[src/rtl/audio_pkg.sv]
// Shared note codes, FSM state type and pitch table for the audio output path.
// half_period() is a constant function meant to be evaluated at elaboration.
package audio_pkg;

    localparam logic [3:0] NOTE_A    = 4'd0;
    localparam logic [3:0] NOTE_B    = 4'd1;
    localparam logic [3:0] NOTE_C    = 4'd2;
    localparam logic [3:0] NOTE_D    = 4'd3;
    localparam logic [3:0] NOTE_E    = 4'd4;
    localparam logic [3:0] NOTE_F    = 4'd5;
    localparam logic [3:0] NOTE_G    = 4'd6;
    localparam logic [3:0] NOTE_REST = 4'd7;
    localparam logic [3:0] NOTE_END  = 4'd8;

    typedef enum logic [1:0] {
        ST_IDLE = 2'd0,
        ST_MUTE = 2'd1,
        ST_TONE = 2'd2
    } tone_state_t;

    function automatic int note_freq_hz(input logic [3:0] code);
        note_freq_hz = 0;
        case (code)
            NOTE_A:  note_freq_hz = 440;
            NOTE_B:  note_freq_hz = 494;
            NOTE_C:  note_freq_hz = 523;
            NOTE_D:  note_freq_hz = 587;
            NOTE_E:  note_freq_hz = 659;
            NOTE_F:  note_freq_hz = 698;
            NOTE_G:  note_freq_hz = 784;
            default: note_freq_hz = 0;
        endcase
    endfunction

    function automatic int half_period(input logic [3:0] code, input int clk_hz);
        int f;
        f = note_freq_hz(code);
        half_period = (f == 0) ? 0 : clk_hz / (2 * f);
    endfunction

    // Codes above REST (END and the unused 9-15) all mean silence.
    function automatic logic [3:0] map_code(input logic [3:0] code);
        map_code = (code > NOTE_REST) ? NOTE_REST : code;
    endfunction

    function automatic logic is_tone(input logic [3:0] code);
        is_tone = (code < NOTE_REST);
    endfunction

endpackage

[src/rtl/note_select_filter.sv]
// Debounces the sequencer note code: a code is accepted only after it has
// been held unchanged for STABLE_CYCLES cycles, which hides load/increment glitches.
module note_select_filter
    import audio_pkg::*;
#(
    parameter int STABLE_CYCLES = 16
) (
    input  logic       clk,
    input  logic       reset,
    input  logic       clear,
    input  logic [3:0] noteSelect,
    output logic [3:0] accepted
);

    localparam int                  CNT_BITS = (STABLE_CYCLES > 1) ? $clog2(STABLE_CYCLES) : 1;
    localparam logic [CNT_BITS-1:0] CNT_MAX  = CNT_BITS'(STABLE_CYCLES - 1);

    logic [3:0]          r_cand;
    logic [CNT_BITS-1:0] r_cnt;
    logic [3:0]          r_acc;

    always_ff @(posedge clk or posedge reset) begin
        if (reset) begin
            r_cand <= NOTE_REST;
            r_cnt  <= '0;
            r_acc  <= NOTE_REST;
        end else if (clear) begin
            r_cand <= NOTE_REST;
            r_cnt  <= '0;
            r_acc  <= NOTE_REST;
        end else if (noteSelect != r_cand) begin
            r_cand <= noteSelect;
            r_cnt  <= '0;
        end else begin
            if (r_cnt != CNT_MAX) begin
                r_cnt <= r_cnt + 1'b1;
            end
            // Count saturates, so a held code keeps being offered until it lands.
            if ((r_cnt == CNT_MAX) && (map_code(r_cand) != r_acc)) begin
                r_acc <= map_code(r_cand);
            end
        end
    end

    assign accepted = r_acc;

endmodule

[src/rtl/note_tone_gen.sv]
// Square-wave tone generator driven by the filtered note code. Pitch changes
// and stops are applied only at the end of a full period (end of the low phase).
module note_tone_gen
    import audio_pkg::*;
#(
    parameter int CLK_HZ        = 100_000_000,
    parameter int STABLE_CYCLES = 16,
    parameter int CNT_W         = 17
) (
    input  logic       clk,
    input  logic       reset,
    input  logic       enable,
    input  logic [3:0] noteSelect,
    output logic       audio_out,
    output logic       audio_sd,
    output logic       note_active,
    output logic [3:0] current_note,
    output logic       tone_tick,
    output logic [1:0] o_dbg_state
);

    // Counter runs reload..0, so loading half_period-1 gives half_period cycles per phase.
    localparam logic [CNT_W-1:0] RELOAD_A = CNT_W'(half_period(NOTE_A, CLK_HZ) - 1);
    localparam logic [CNT_W-1:0] RELOAD_B = CNT_W'(half_period(NOTE_B, CLK_HZ) - 1);
    localparam logic [CNT_W-1:0] RELOAD_C = CNT_W'(half_period(NOTE_C, CLK_HZ) - 1);
    localparam logic [CNT_W-1:0] RELOAD_D = CNT_W'(half_period(NOTE_D, CLK_HZ) - 1);
    localparam logic [CNT_W-1:0] RELOAD_E = CNT_W'(half_period(NOTE_E, CLK_HZ) - 1);
    localparam logic [CNT_W-1:0] RELOAD_F = CNT_W'(half_period(NOTE_F, CLK_HZ) - 1);
    localparam logic [CNT_W-1:0] RELOAD_G = CNT_W'(half_period(NOTE_G, CLK_HZ) - 1);

    function automatic logic [CNT_W-1:0] reload_for(input logic [3:0] code);
        reload_for = '0;
        case (code)
            NOTE_A:  reload_for = RELOAD_A;
            NOTE_B:  reload_for = RELOAD_B;
            NOTE_C:  reload_for = RELOAD_C;
            NOTE_D:  reload_for = RELOAD_D;
            NOTE_E:  reload_for = RELOAD_E;
            NOTE_F:  reload_for = RELOAD_F;
            NOTE_G:  reload_for = RELOAD_G;
            default: reload_for = '0;
        endcase
    endfunction

    tone_state_t      r_state;
    tone_state_t      w_next_state;
    logic [CNT_W-1:0] r_cnt;
    logic             r_level;
    logic             r_tick;
    logic [3:0]       r_note;
    logic [3:0]       w_accepted;
    logic             w_period_end;

    note_select_filter #(
        .STABLE_CYCLES(STABLE_CYCLES)
    ) u_filter (
        .clk       (clk),
        .reset     (reset),
        .clear     (!enable),
        .noteSelect(noteSelect),
        .accepted  (w_accepted)
    );

    assign w_period_end = (r_state == ST_TONE) && (r_cnt == '0) && !r_level;

    always_ff @(posedge clk or posedge reset) begin
        if (reset) begin
            r_state <= ST_IDLE;
        end else begin
            r_state <= w_next_state;
        end
    end

    always_comb begin
        w_next_state = r_state;
        if (!enable) begin
            w_next_state = ST_IDLE;
        end else begin
            case (r_state)
                ST_IDLE: w_next_state = ST_MUTE;
                ST_MUTE: begin
                    if (is_tone(w_accepted)) begin
                        w_next_state = ST_TONE;
                    end
                end
                ST_TONE: begin
                    if (w_period_end && !is_tone(w_accepted)) begin
                        w_next_state = ST_MUTE;
                    end
                end
                default: w_next_state = ST_IDLE;
            endcase
        end
    end

    always_comb begin
        audio_sd     = 1'b0;
        note_active  = 1'b0;
        current_note = NOTE_REST;
        case (r_state)
            ST_MUTE: audio_sd = 1'b1;
            ST_TONE: begin
                audio_sd     = 1'b1;
                note_active  = 1'b1;
                current_note = r_note;
            end
            default: ;
        endcase
    end

    assign audio_out   = r_level;
    assign tone_tick   = r_tick;
    assign o_dbg_state = r_state;

    // Disable wins over any boundary or acceptance in the same cycle.
    always_ff @(posedge clk or posedge reset) begin
        if (reset) begin
            r_cnt   <= '0;
            r_level <= 1'b0;
            r_tick  <= 1'b0;
            r_note  <= NOTE_REST;
        end else if (!enable) begin
            r_cnt   <= '0;
            r_level <= 1'b0;
            r_tick  <= 1'b0;
            r_note  <= NOTE_REST;
        end else begin
            r_tick <= 1'b0;
            case (r_state)
                ST_MUTE: begin
                    if (is_tone(w_accepted)) begin
                        r_level <= 1'b1;
                        r_tick  <= 1'b1;
                        r_note  <= w_accepted;
                        r_cnt   <= reload_for(w_accepted);
                    end
                end
                ST_TONE: begin
                    if (r_cnt != '0) begin
                        r_cnt <= r_cnt - 1'b1;
                    end else if (r_level) begin
                        r_level <= 1'b0;
                        r_cnt   <= reload_for(r_note);
                    end else if (is_tone(w_accepted)) begin
                        r_level <= 1'b1;
                        r_tick  <= 1'b1;
                        r_note  <= w_accepted;
                        r_cnt   <= reload_for(w_accepted);
                    end else begin
                        r_level <= 1'b0;
                        r_note  <= NOTE_REST;
                    end
                end
                default: r_level <= 1'b0;
            endcase
        end
    end

endmodule

[config.mk]
export PLATFORM = sky130hd
export DESIGN_NAME = note_tone_gen
export DESIGN_NICKNAME = d
export VERILOG_FILES = /design/src/rtl/audio_pkg.sv /design/src/rtl/note_select_filter.sv /design/src/rtl/note_tone_gen.sv
export SDC_FILE = /design/constraint.sdc
export NUM_CORES = 1
export LEC_CHECK = 0
export ABC_AREA = 1
export BUFFER_PORTS_ARGS = -buffer_cell sky130_fd_sc_hd__buf_2
export CAP_MARGIN = 25
export CORE_MARGIN = 4
export CORE_UTILIZATION = 56
export DETAILED_ROUTE_END_ITERATION = 10
export GPL_TIMING_DRIVEN = 0
export PLACE_DENSITY = 0.77
export SYNTH_ARGS = -nofsm -noshare
export SYNTH_HDL_FRONTEND = slang
export SYNTH_HIERARCHICAL = 1
export SYNTH_SLANG_ARGS = --single-unit
[constraint.sdc]
create_clock -name clk -period 1.5 [get_ports clk]
set_input_delay 0 -clock clk [delete_from_list [all_inputs] [get_ports clk]]
set_output_delay 0 -clock clk [all_outputs]
set_load 0.02 [all_outputs]
==> impl_metrics.py <==
metrics = {
    "job": {
        "drv_cap": 0,
    },
    "placement": {
        "dp.cells": 639,
        "dp_hpwl_um": 7330,
        "dpl_cell_area_mm2": 0.003533,
        "port_buffers": 15,
        "gp_congestion": 0.9667,
    },
    "min_path": {
        "holdCritStartpoint": "enable",
        "hold_path_class": "in -> reg",
    },
    "timing": {
        "skew_ns": 0.01447,
        "slew_violations": 0,
        "slew_headroom": 0.6347,
        "hold_viol": 0,
        "rsz0062_at_grt": "true",
        "finalSetupViolations": 25,
        "worst_pin_slew_ns": 0.5474,
        "setup_ws_ns": -0.1815,
        "fmax_mhz": 594.7,
        "fin_crit_sh": 1.121,
        "timing.hold.ws_ns": 0.04408,
        "fin_crit_ns": 1.682,
    },
    "setup_path": {
        "path_cells": "inv_2 -> nand2_2 -> nor2_2 -> nor2_2 -> nand3_2 -> nand2_1 -> nand3_1 -> nor2_2 -> nor2_1",
        "critical_path_class": "reg -> reg",
        "worst_r2r_startpoint": "u_filter/accepted[1]",
        "startpoint": "u_filter/accepted[1]",
        "crit_fanout": 7,
        "endpoint_kind": "register",
        "critPathBufInv": 1,
        "crit_path_start_kind": "register",
        "worstPathRequired_ns": 1.70,
        "cp_common_cell": "nor2_2",
        "cp.arrival_ns": 1.88,
        "crit_family": "simple AND/OR/NAND/NOR gates",
        "cp_slowest_cell": "dfstp_2",
        "cpPeakStageDelay_ns": 0.60,
    },
    "logic_synthesis": {
        "yosys_register_bits": 37,
        "synth-main-ff-cell": "dfrtp_1",
        "avgSynthCellArea_um2": 5.972,
        "yosysWarnings": 6,
        "seq_area_frac_synth": 0.2848,
        "synth_cell_types": 31,
        "synth_nets": 565,
        "synth_edf_count": 0,
        "synth_cells": 551,
        "synth_area_mm2": 0.003291,
        "async_reset_ff_frac": 1.000,
    },
    "routing": {
        "top_layer": "met4",
        "ant_nets": 0,
        "routed_wl_um": 11680,
        "vias": 4133,
        "drc": 0,
        "dr.pass1.iters": 5,
        "drtIter0Drc": 555,
        "wl_met2_um": 5581,
        "wl_met3_um": 917,
        "wl_per_cell_um": 16.57,
        "vias_per_cell": 5.862,
        "met1Wirelength_um": 4496,
    },
    "final_layout": {
        "nets": 646,
        "final_cells": 705,
        "area_growth_pct": 38.63,
        "n_antenna_cell": 0,
        "fin_util": 0.8135,
        "drive_gt1_frac": 0.3428,
        "final_area_mm2": 0.004562,
        "fillers": 395,
    },
    "power": {
        "ir_worst_vdd_v": 0.001238,
        "report.power.total_mw": 7.750,
        "power.density_mw_per_mm2": 1699,
        "leakagePower_nw": 2.282,
    },
    "grt": {
        "first_global_vias": 3885,
        "grt_pass1_wl_um": 18490,
        "grt_max_degree": 17,
        "gr-total-overflow": 0,
        "antenna_found_initial": 0,
        "globalRouteTotalUtil": 0.3179,
    },
    "floorplanning": {
        "core_mm2": 0.005608,
        "ioPinCount": 17,
        "die_h_um": 84.66,
        "std_cell_rows": 27,
        "die-area_mm2": 0.007166,
        "die_w_um": 84.66,
        "initial_core_util": 0.5868,
    },
    "clock_tree": {
        "numCtsBuffers": 5,
        "tritoncts": "built",
        "cts.sinks": 37,
        "cts_root_buf": "clkbuf_8",
        "htree_levels": 2,
        "clkTransAtPathRegs_ns": 0.09,
        "clk_latency_ns": 0.30,
        "cts_buffer_depth": 2,
    },
    "run_status": {
        "violations": "negative setup slack",
        "status": "finished with violations",
    },
}
flip-flops by register name, indices dropped and copies added (netlist names):
register	cells
u_filter/accepted	4
u_filter/r_cand	4
audio_out	1
r_cnt	17
u_filter/r_cnt	4
r_note	4
tone_tick	1
o_dbg_state	2
path summary, 6_finish.rpt:
check	slack, ns	endpoint	depth (start not counted)
worst min register to register	0.57	r_note[2]	2
worst min-delay path	0.04	tone_tick	3
min in group asynchronous	0.28	u_filter/r_cnt[3]	3
max in group asynchronous	0.69	r_cnt[4]	4
worst max-delay path	-0.18	r_cnt[8]	9
worst max register to register	-0.18	r_cnt[8]	9
layout by cell type (no fill, tap or decap), types with 16 or more instances in the layout:
master | netlist | final
nor2_1 | 67 | 47
nor2_2 | 9 | 18
dfrtp_1 | 28 | 18
nand2_1 | 168 | 152
nand3_1 | 91 | 78
inv_1 | 59 | 53
nor2_4 | 6 | 17
buf_4 | 2 | 48
inv_2 | 13 | 16
nand2_2 | 7 | 16
a21oi_1 | 27 | 19
cell usage after synthesis, types with 7 or more instances:
cell type  number  area share
a21oi_1        27       0.041
dfrtp_1        28        0.21
dfstp_2         9       0.072
ha_1            7       0.027
inv_1          59       0.067
inv_2          13       0.015
nand2_1       168        0.19
nand2_2         7       0.013
nand3_1        91        0.14
nor2_1         67       0.076
nor2_2          9       0.017
o21ai_0        16       0.024
o21ai_1        11       0.017
worst register-to-register path: stages (launching register included):
cell and delay [ns]:
dfstp_2 0.60, inv_2 0.10, nand2_2 0.10, nor2_2 0.05
nor2_2 0.19, nand3_2 0.14, nand2_1 0.12, nand3_1 0.12
nor2_2 0.13, nor2_1 0.05
where the power goes:
part,total [mW],switching (mW),internal (mW)
Combinational,5.09,3.12,1.97
Clock,0.878,0.384,0.494
Sequential,1.78,0.416,1.36
kinds of logic after synthesis:
| kind of cell | count (synthesis) | share of synthesized area |
|---|---|---|
| and+or+nand+nor | 355 | 0.4741 |
| buffers and inverters | 89 | 0.1103 |
| xor gates and xnor gates | 4 | 0.01065 |
| adders and majority gates | 7 | 0.02661 |
| DFF | 37 | 0.2848 |
| AOI/OAI and AO/OA | 59 | 0.09354 |
metrics by stage:
stage / worst slack, ns / TNS [ns]
finish: -0.1815 / -2.367
global route: -0.2324 / -4.562
CTS: -0.1158 / -1.404
detailed placement: -0.4112 / -7.446
global placement: -0.3517 / -6.462
floorplan: -0.1333 / -2.122
what timing repair did:
| item | CTS | global route |
|---|---|---|
| hold buffers | 5 | 0 |
| hold endpoints to repair | 16 | 0 |
| gates cloned | 3 | 0 |
| resized for setup | 84 | 34 |
| endpoints found under the setup margin | 25 | 27 |
| buffers inserted | 40 | 12 |
| pin swaps | 33 | 17 |
area by class of cell:
class	count	area, um^2	area share
Buffer	11	102.6	0.02249
Clock inverter	2	35.03	0.007680
Clock buffer	6	72.57	0.01591
Sequential cell	37	949.7	0.2082
Timing Repair inverter	1	7.507	0.001646
Multi-Input combinational cell	425	2349	0.5148
Tap cell	72	90.09	0.01975
Timing Repair Buffer	75	649.4	0.1423
Inverter	76	306.5	0.06720
layer usage:
layer,up-vias,global-route usage
met5,-,0
met4,0,0.1453
met3,81,0.05692
met2,233,0.5459
met1,1899,0.3852
li1,1920,-
Power figures use the tool's default switching activity.
